## config.mk

```make
export PLATFORM = sky130hd
export DESIGN_NAME = io_bus_arbiter
export DESIGN_NICKNAME = d
export VERILOG_FILES = /design/src/rtl/io_bus_arbiter.sv
export SDC_FILE = /design/constraint.sdc
export NUM_CORES = 1
export LEC_CHECK = 0
export CAP_MARGIN = 10
export CORE_MARGIN = 1.5
export CORE_UTILIZATION = 40
export DETAILED_ROUTE_END_ITERATION = 16
export DONT_BUFFER_PORTS = 1
export PLACE_DENSITY_LB_ADDON = 0.1
export SLEW_MARGIN = 10
export SYNTH_ARGS = -nofsm -noshare
export SYNTH_HDL_FRONTEND = slang
export SYNTH_SLANG_ARGS = --single-unit
```

## constraint.sdc

```tcl
create_clock -name clk -period 3.8 [get_ports clk]
set_clock_uncertainty 0.2 [all_clocks]
set_input_delay 0.38 -clock clk [delete_from_list [all_inputs] [get_ports clk]]
set_output_delay 0.38 -clock clk [all_outputs]
set_load 0.01 [all_outputs]
```

## src/rtl/io_bus_arbiter.sv

```systemverilog
// io_bus_arbiter
//   Shares the memory-mapped IO register bank (LED, 7-seg data/base/enable,
//   switches, buttons) between two requesters: port 0 = CPU load/store unit,
//   port 1 = UART debug loader. Round-robin arbitration, one access per grant.
//   Sequence per transaction: IDLE (arbitrate + latch) -> ACCESS (gnt) -> RESP (ack).
// Ports
//   clk, rstn            clock, async active-low reset
//   req/we [1:0]         per-port request / write enable, held until gnt
//   addr/wdata [63:0]    {port1, port0} address / write data
//   gnt/ack [1:0]        one-hot pulses: access accepted / response valid
//   rdata [31:0], err    read data and unmapped-address flag, valid with ack
//   sw [15:0], btn [4:0] raw asynchronous inputs, synchronised internally
//   led_out, seg_data, seg_base, seg_en   register outputs to display blocks
module io_bus_arbiter #(
    parameter logic [31:0] IO_BASE  = 32'hFFFF_FC00,
    parameter int          SYNC_STG = 2
) (
    input  logic        clk,
    input  logic        rstn,
    input  logic [1:0]  req,
    input  logic [1:0]  we,
    input  logic [63:0] addr,
    input  logic [63:0] wdata,
    output logic [1:0]  gnt,
    output logic [1:0]  ack,
    output logic [31:0] rdata,
    output logic        err,
    input  logic [15:0] sw,
    input  logic [4:0]  btn,
    output logic [15:0] led_out,
    output logic [31:0] seg_data,
    output logic        seg_base,
    output logic [7:0]  seg_en
);

    typedef enum logic [1:0] {IDLE, ACCESS, RESP} state_t;

    state_t      state_q, state_d;
    logic        sel_q;
    logic        last_q;
    logic        acc_we;
    logic [31:0] acc_addr;
    logic [31:0] acc_wdata;
    logic        err_q;
    logic        win;

    logic [SYNC_STG-1:0][15:0] sw_sync;
    logic [SYNC_STG-1:0][4:0]  btn_sync;

    logic        dec_ok;
    logic        dec_wr_ok;
    logic [31:0] rd_val;

    // Tie goes to the port that was not served last; otherwise the sole requester.
    assign win = (req == 2'b11) ? ~last_q : req[1];

    // Decode of the latched address; read mux and write legality.
    always_comb begin
        dec_ok    = 1'b0;
        dec_wr_ok = 1'b0;
        rd_val    = '0;
        if (acc_addr[31:8] == IO_BASE[31:8]) begin
            case (acc_addr[7:0])
                8'h60: begin dec_ok = 1'b1; dec_wr_ok = 1'b1; rd_val = {16'b0, led_out}; end
                8'h70: begin dec_ok = 1'b1; rd_val = {16'b0, sw_sync[SYNC_STG-1]}; end
                8'h74: begin dec_ok = 1'b1; rd_val = {27'b0, btn_sync[SYNC_STG-1]}; end
                8'h80: begin dec_ok = 1'b1; dec_wr_ok = 1'b1; rd_val = seg_data; end
                8'h84: begin dec_ok = 1'b1; dec_wr_ok = 1'b1; rd_val = {31'b0, seg_base}; end
                8'h88: begin dec_ok = 1'b1; dec_wr_ok = 1'b1; rd_val = {24'b0, seg_en}; end
                default: ;
            endcase
        end
    end

    // Next state and pulse outputs.
    always_comb begin
        state_d = state_q;
        gnt     = 2'b00;
        ack     = 2'b00;
        err     = 1'b0;
        case (state_q)
            IDLE:   if (|req) state_d = ACCESS;
            ACCESS: begin
                gnt     = sel_q ? 2'b10 : 2'b01;
                state_d = RESP;
            end
            RESP: begin
                ack     = sel_q ? 2'b10 : 2'b01;
                err     = err_q;
                state_d = IDLE;
            end
            default: state_d = IDLE;
        endcase
    end

    always_ff @(posedge clk or negedge rstn) begin
        if (!rstn) state_q <= IDLE;
        else       state_q <= state_d;
    end

    always_ff @(posedge clk or negedge rstn) begin
        if (!rstn) begin
            sw_sync  <= '0;
            btn_sync <= '0;
        end else begin
            sw_sync  <= {sw_sync[SYNC_STG-2:0], sw};
            btn_sync <= {btn_sync[SYNC_STG-2:0], btn};
        end
    end

    always_ff @(posedge clk or negedge rstn) begin
        if (!rstn) begin
            sel_q     <= 1'b0;
            last_q    <= 1'b1;
            acc_we    <= 1'b0;
            acc_addr  <= '0;
            acc_wdata <= '0;
            err_q     <= 1'b0;
            rdata     <= '0;
            led_out   <= '0;
            seg_data  <= '0;
            seg_base  <= 1'b0;
            seg_en    <= 8'hFF;
        end else begin
            if (state_q == IDLE && |req) begin
                sel_q     <= win;
                acc_we    <= we[win];
                acc_addr  <= win ? addr[63:32]  : addr[31:0];
                acc_wdata <= win ? wdata[63:32] : wdata[31:0];
            end
            if (state_q == ACCESS) begin
                last_q <= sel_q;
                err_q  <= ~dec_ok;
                rdata  <= acc_we ? 32'h0 : rd_val;
                // RO offsets decode but never write; unmapped writes are dropped.
                if (acc_we && dec_wr_ok) begin
                    case (acc_addr[7:0])
                        8'h60:   led_out  <= acc_wdata[15:0];
                        8'h80:   seg_data <= acc_wdata;
                        8'h84:   seg_base <= acc_wdata[0];
                        8'h88:   seg_en   <= acc_wdata[7:0];
                        default: ;
                    endcase
                end
            end
        end
    end

endmodule

```

# After elaboration in Yosys (flattened, before gate mapping)
# Index checks and enable logic that the tools add are counted.
[totals] ff_bits=201 input_bits=155 out_inout_bits=94 elab_cells=58
[op_classes] magnitude_cmp=1 eq_ne=11 n_mux=18 bitwise_logic=2 n_reduce_logical=10
[ops] cell="$pmux 32 s6" count=1
[ops] cell="$mux 32" count=4
[ops] cell="$eq 24x24->1 const B" count=1
[ops] cell="$eq 8x7->1 const B" count=3
[ops] cell="$eq 8x8->1 const B" count=3
[ops] cell="$reduce_and 3->1" count=4
[ops] cell="$mux 1" count=8
[ops] cell="$mux 2" count=4
[ops] cell="$reduce_or 6->1" count=1
[ops] cell="$eq 2x2->1 const B" count=2
[ops] cell="$pmux 2 s2" count=1
[ops] cell="$reduce_or 4->1" count=1
[ops] cell="$eq 2x1->1 const B" count=1
[ops] cell="$logic_and 1x1->1" count=2
[ops] cell="$logic_not 2->1" count=1
[ops] cell="$lt 1x2->1 const B" count=1
[ops] cell="$ne 2x2->1 const B" count=1
[ops] cell="$not 1->1" count=2
[ops] cell="$reduce_or 2->1" count=1

# Logic depth before layout (Yosys ltp)
[logic_depth] word_depth=6 ltp_mapped=8 depth_no_buf=5

# Worst setup path after synthesis
# OpenSTA, ideal clock, no wires.
[synth_timing] kind="reg-to-reg" startpoint="reg state_q[1]" endpoint="reg seg_data[15]" setup_ns=0.127 arrival_ns=1.888 required_time_ns=3.473 slack_ns=1.584 stages_incl_launch_ff=8 path_cell_list="dfrtp_1 > nand2b_1 > buf_6 > nor4_4 > and4_1 > nand2_2 > buf_6 > mux2_1"
[synth_via] elab_chain_len=2
[synth_rtl] item="start, declared" line="38" rtl="state_t state_q, state_d;"
[synth_rtl] item="start signal, assigned" line="98" rtl="else state_q <= state_d;"
[synth_rtl] item="$eq 2x1->1" line="131" rtl="if (state_q == ACCESS) begin"
[synth_rtl] item="$reduce_and 3->1 (no line)"
[synth_rtl] item="end signal, assigned" line="139" rtl="8'h80: seg_data <= acc_wdata;"
[synth_rtl] item="end, declared" line="31" rtl="output logic [31:0] seg_data,"
# Every way passes these cells.
# A chain may end at the register's enable or synchronous reset.

# Worst setup path after layout
[layout_timing] startpoint="reg acc_addr[5]" endpoint="reg seg_data[15]"
[layout_via] elab_chain_len=6 word_cells_on_any_way=9 cone_classes="eq/ne: 4; mux: 2; reduce/logical: 3"
[layout_rtl] item="start, declared" line="42" rtl="logic [31:0] acc_addr;"
[layout_rtl] item="start signal, assigned" line="128" rtl="acc_addr <= win ? addr[63:32] : addr[31:0];"
[layout_rtl] item="$eq 8x8->1 (tied with other cells)" line="63" rtl="case (acc_addr[7:0])"
[layout_rtl] item="$reduce_or 4->1 (no line)"
[layout_rtl] item="$mux 1" line="63"
[layout_rtl] item="$mux 1" line="62" rtl="if (acc_addr[31:8] == IO_BASE[31:8]) begin"
[layout_rtl] item="$logic_and 1x1->1" line="136" rtl="if (acc_we && dec_wr_ok) begin"
[layout_rtl] item="$reduce_and 3->1 (no line) *"
# Every way passes the cells marked *; elsewhere a longest branch is shown, timed or not.

==> results.cfg <==
[cts]
clock_path_buffers = 3
htree_levels = 1
root_buffer = clkbuf_16
worstSkewPairLatency_ps = 500
holdBufCountCts = 143
cts_setup_buffers = 0
clk_pin_slew_ps = 60
cts_buffers = 22
cts_resized = 0
cts_tree = built
cts_num_sinks = 201

[synth]
yosysSeqAreaShare_pct = 60.94
synth_nets = 815
synth-seq-cells = 201
syn_avg_cell_area_sq_um = 12.53
ys_types = 49
synth_edf_count = 0
yosysWarnings = 0
ys.flop_type = dfrtp_1
netlist_instances = 660
syn_area_sq_um = 8272
synthArstFlopShare_pct = 100.0

[timing]
setup_viol = 0
hold_viol = 201
min_period_ps = 2871
worst_slew_pin_slew_ps = 1013
min_period_over_period_pct = 75.54
worst_slack_ps = 929.5
timing.hold.ws_ps = -624.1
max_slew_margin_pct = 31.93
tns_ps = 0
fmaxAchievable_mhz = 348.4
rsz0062_at_grt = false
timing_max_transition_violations_final = 0

[setup_path]
worst_setup_path_start_kind = flip-flop
critPathMaxFanout = 32
crit_arrival_ps = 3050
crit_start = acc_addr[5]
cp-end-kind = flip-flop
required_ps = 3980
crit-reg2reg-launch = acc_addr[5]
path_class = reg2reg

[global_route]
grt_use_total_pct = 20.06
grt-ovfl-total = 0
grt_pass1_wl_microns = 33830
antenna_found_initial = 1
grt_pass1_vias = 6006
grt_max_degree = 202

[floorplanning]
initial_utilization_pct = 40.88
dieArea_sq_um = 21550
fp.dieW_microns = 146.8
num_io_pins = 249
core_area_sq_um = 20230
dieHeight_microns = 146.8
num_rows = 52

[pwr]
ir_drop_mv = 0.3109
p_per_area_nw_per_um2 = 606.3
p_leak_nw = 4.852

[routing]
routed_wl_microns = 21450
ant_nets = 0
drcViolationCount = 0
vias = 5679
drtIter0Drc = 259
first_pass_iters = 4
avgRoutedWirePerCell_microns = 19.84
vias_per_cell = 5.253

[finish]
layoutNonFillerInstCount = 1081
drive_gt1_share_pct = 15.68
syn_to_final_growth_pct = 29.54
finalNetCount = 950
fin_area_sq_um = 10720

[placement]
dp.cells = 897
dp_slack_ps = 902.4
port_buffers = 0
gp_congestion = 0.8248
post-dp-hpwl_microns = 13750
place_area_sq_um = 8503

[outcome]
status = finished with violations
violations = negative hold slack

[run]
maxCapViolations = 0

[worst_hold_path]
holdCritPathClass = in2async
[path summary, 6_finish.rpt]
kind / depth (start not counted) / end / slack (ps)
worst max-delay path: 6 / seg_data[15] / 930
worst min-delay path: 0 / acc_addr[17] / -620
worst max register to register: 6 / seg_data[15] / 930
worst min register to register: 0 / btn_sync[7] / 140
max in group asynchronous: 0 / seg_en[6] / 3710
min in group clk: 2 / acc_addr[7] / 20
[kinds of logic (layout without fill, tap and decap cells)]
kind of cell | Yosys count | after routing | synth area share (%)
buffers and inverters | 45 | 195 | 2.647
flip-flops | 201 | 201 | 60.94
AO/OA/AOI/OAI | 134 | 134 | 10.23
AND/OR/NAND/NOR | 148 | 148 | 9.303
other | 0 | 1 | 0
multiplexers | 132 | 132 | 16.88
[critical path: stages (launching register included)]
cell and delay (ps):
dfrtp_1 470, nor4b_4 280, buf_4 300, inv_1 120
nor2_1 240, nand2_2 570, mux2_1 540
[sequential cells by signal, summed over array words and instances (netlist names)]
register and flops:
acc_addr 32, acc_wdata 32, rdata 32, seg_data 32, sw_sync 32, led_out 16, btn_sync 10, seg_en 8
state_q 2, acc_we 1, err_q 1, last_q 1, seg_base 1, sel_q 1
[synthesized netlist by cell type (all sizes together) (5+ instances only)]
master	instances	area (sq um)
a21oi	10	50.05
a22o	19	166.4
buf	15	106.4
clkbuf	26	97.59
dfrtp	192	4805
dfstp	9	236.5
mux2	60	675.6
mux2i	72	720.7
nand2	83	316.6
nand3	11	67.57
nand4	5	31.28
nor2	20	75.07
o21ai	83	445.4
[per-stage QoR]
stage          power (mW)  util, %  hold slack (ps)
4_1_cts             6.522    52.81           -634.4
3_3_place_gp        4.051    42.02           -107.3
3_5_place_dp        4.116    42.02           -108.6
2_1_floorplan       3.721        -           -115.6
5_1_grt             6.881    52.96           -645.5
6_report            6.496    52.96           -624.1
[power by group]
part           switching (mW)  leakage [nW]  internal [mW]
logic                   0.856          1.93          0.607
clock network           0.852         0.364           1.35
registers               0.292          2.56           2.54
[routing by layer]
layer	part of all wire, %	wire length, microns	track usage, %
met3	8.3	1777	6.615
met2	49	10610	34.62
met5	0	0	0
met1	40	8664	24.01
met4	1.9	399	5.455
[cells in the final DEF (no fill, tap or decap), types with 5 or more instances in the layout]
cell,netlist,final
a21oi_1,10,10
a22o_1,19,19
buf_4,0,7
clkbuf_1,26,6
clkbuf_16,0,23
dfrtp_1,192,192
dfstp_2,9,9
dlygate4sd3_1,0,143
mux2_2,56,56
mux2i_1,72,72
nand2_1,81,81
nand3_1,10,10
nand4_1,5,5
nor2_1,20,20
o21ai_0,74,73
o21ai_2,8,8
[area by class of cell]
class,instances,area [sq um]
fill,1756,9519
sequential,201,5041
multi-input combinational,414,3037
timing repair buffer,152,1531
clock buffer,31,625.6
tap,270,337.8
clock inverter,8,125.1
inverter,4,15.01
antenna,1,2.502
Power figures use the tool's default switching activity.
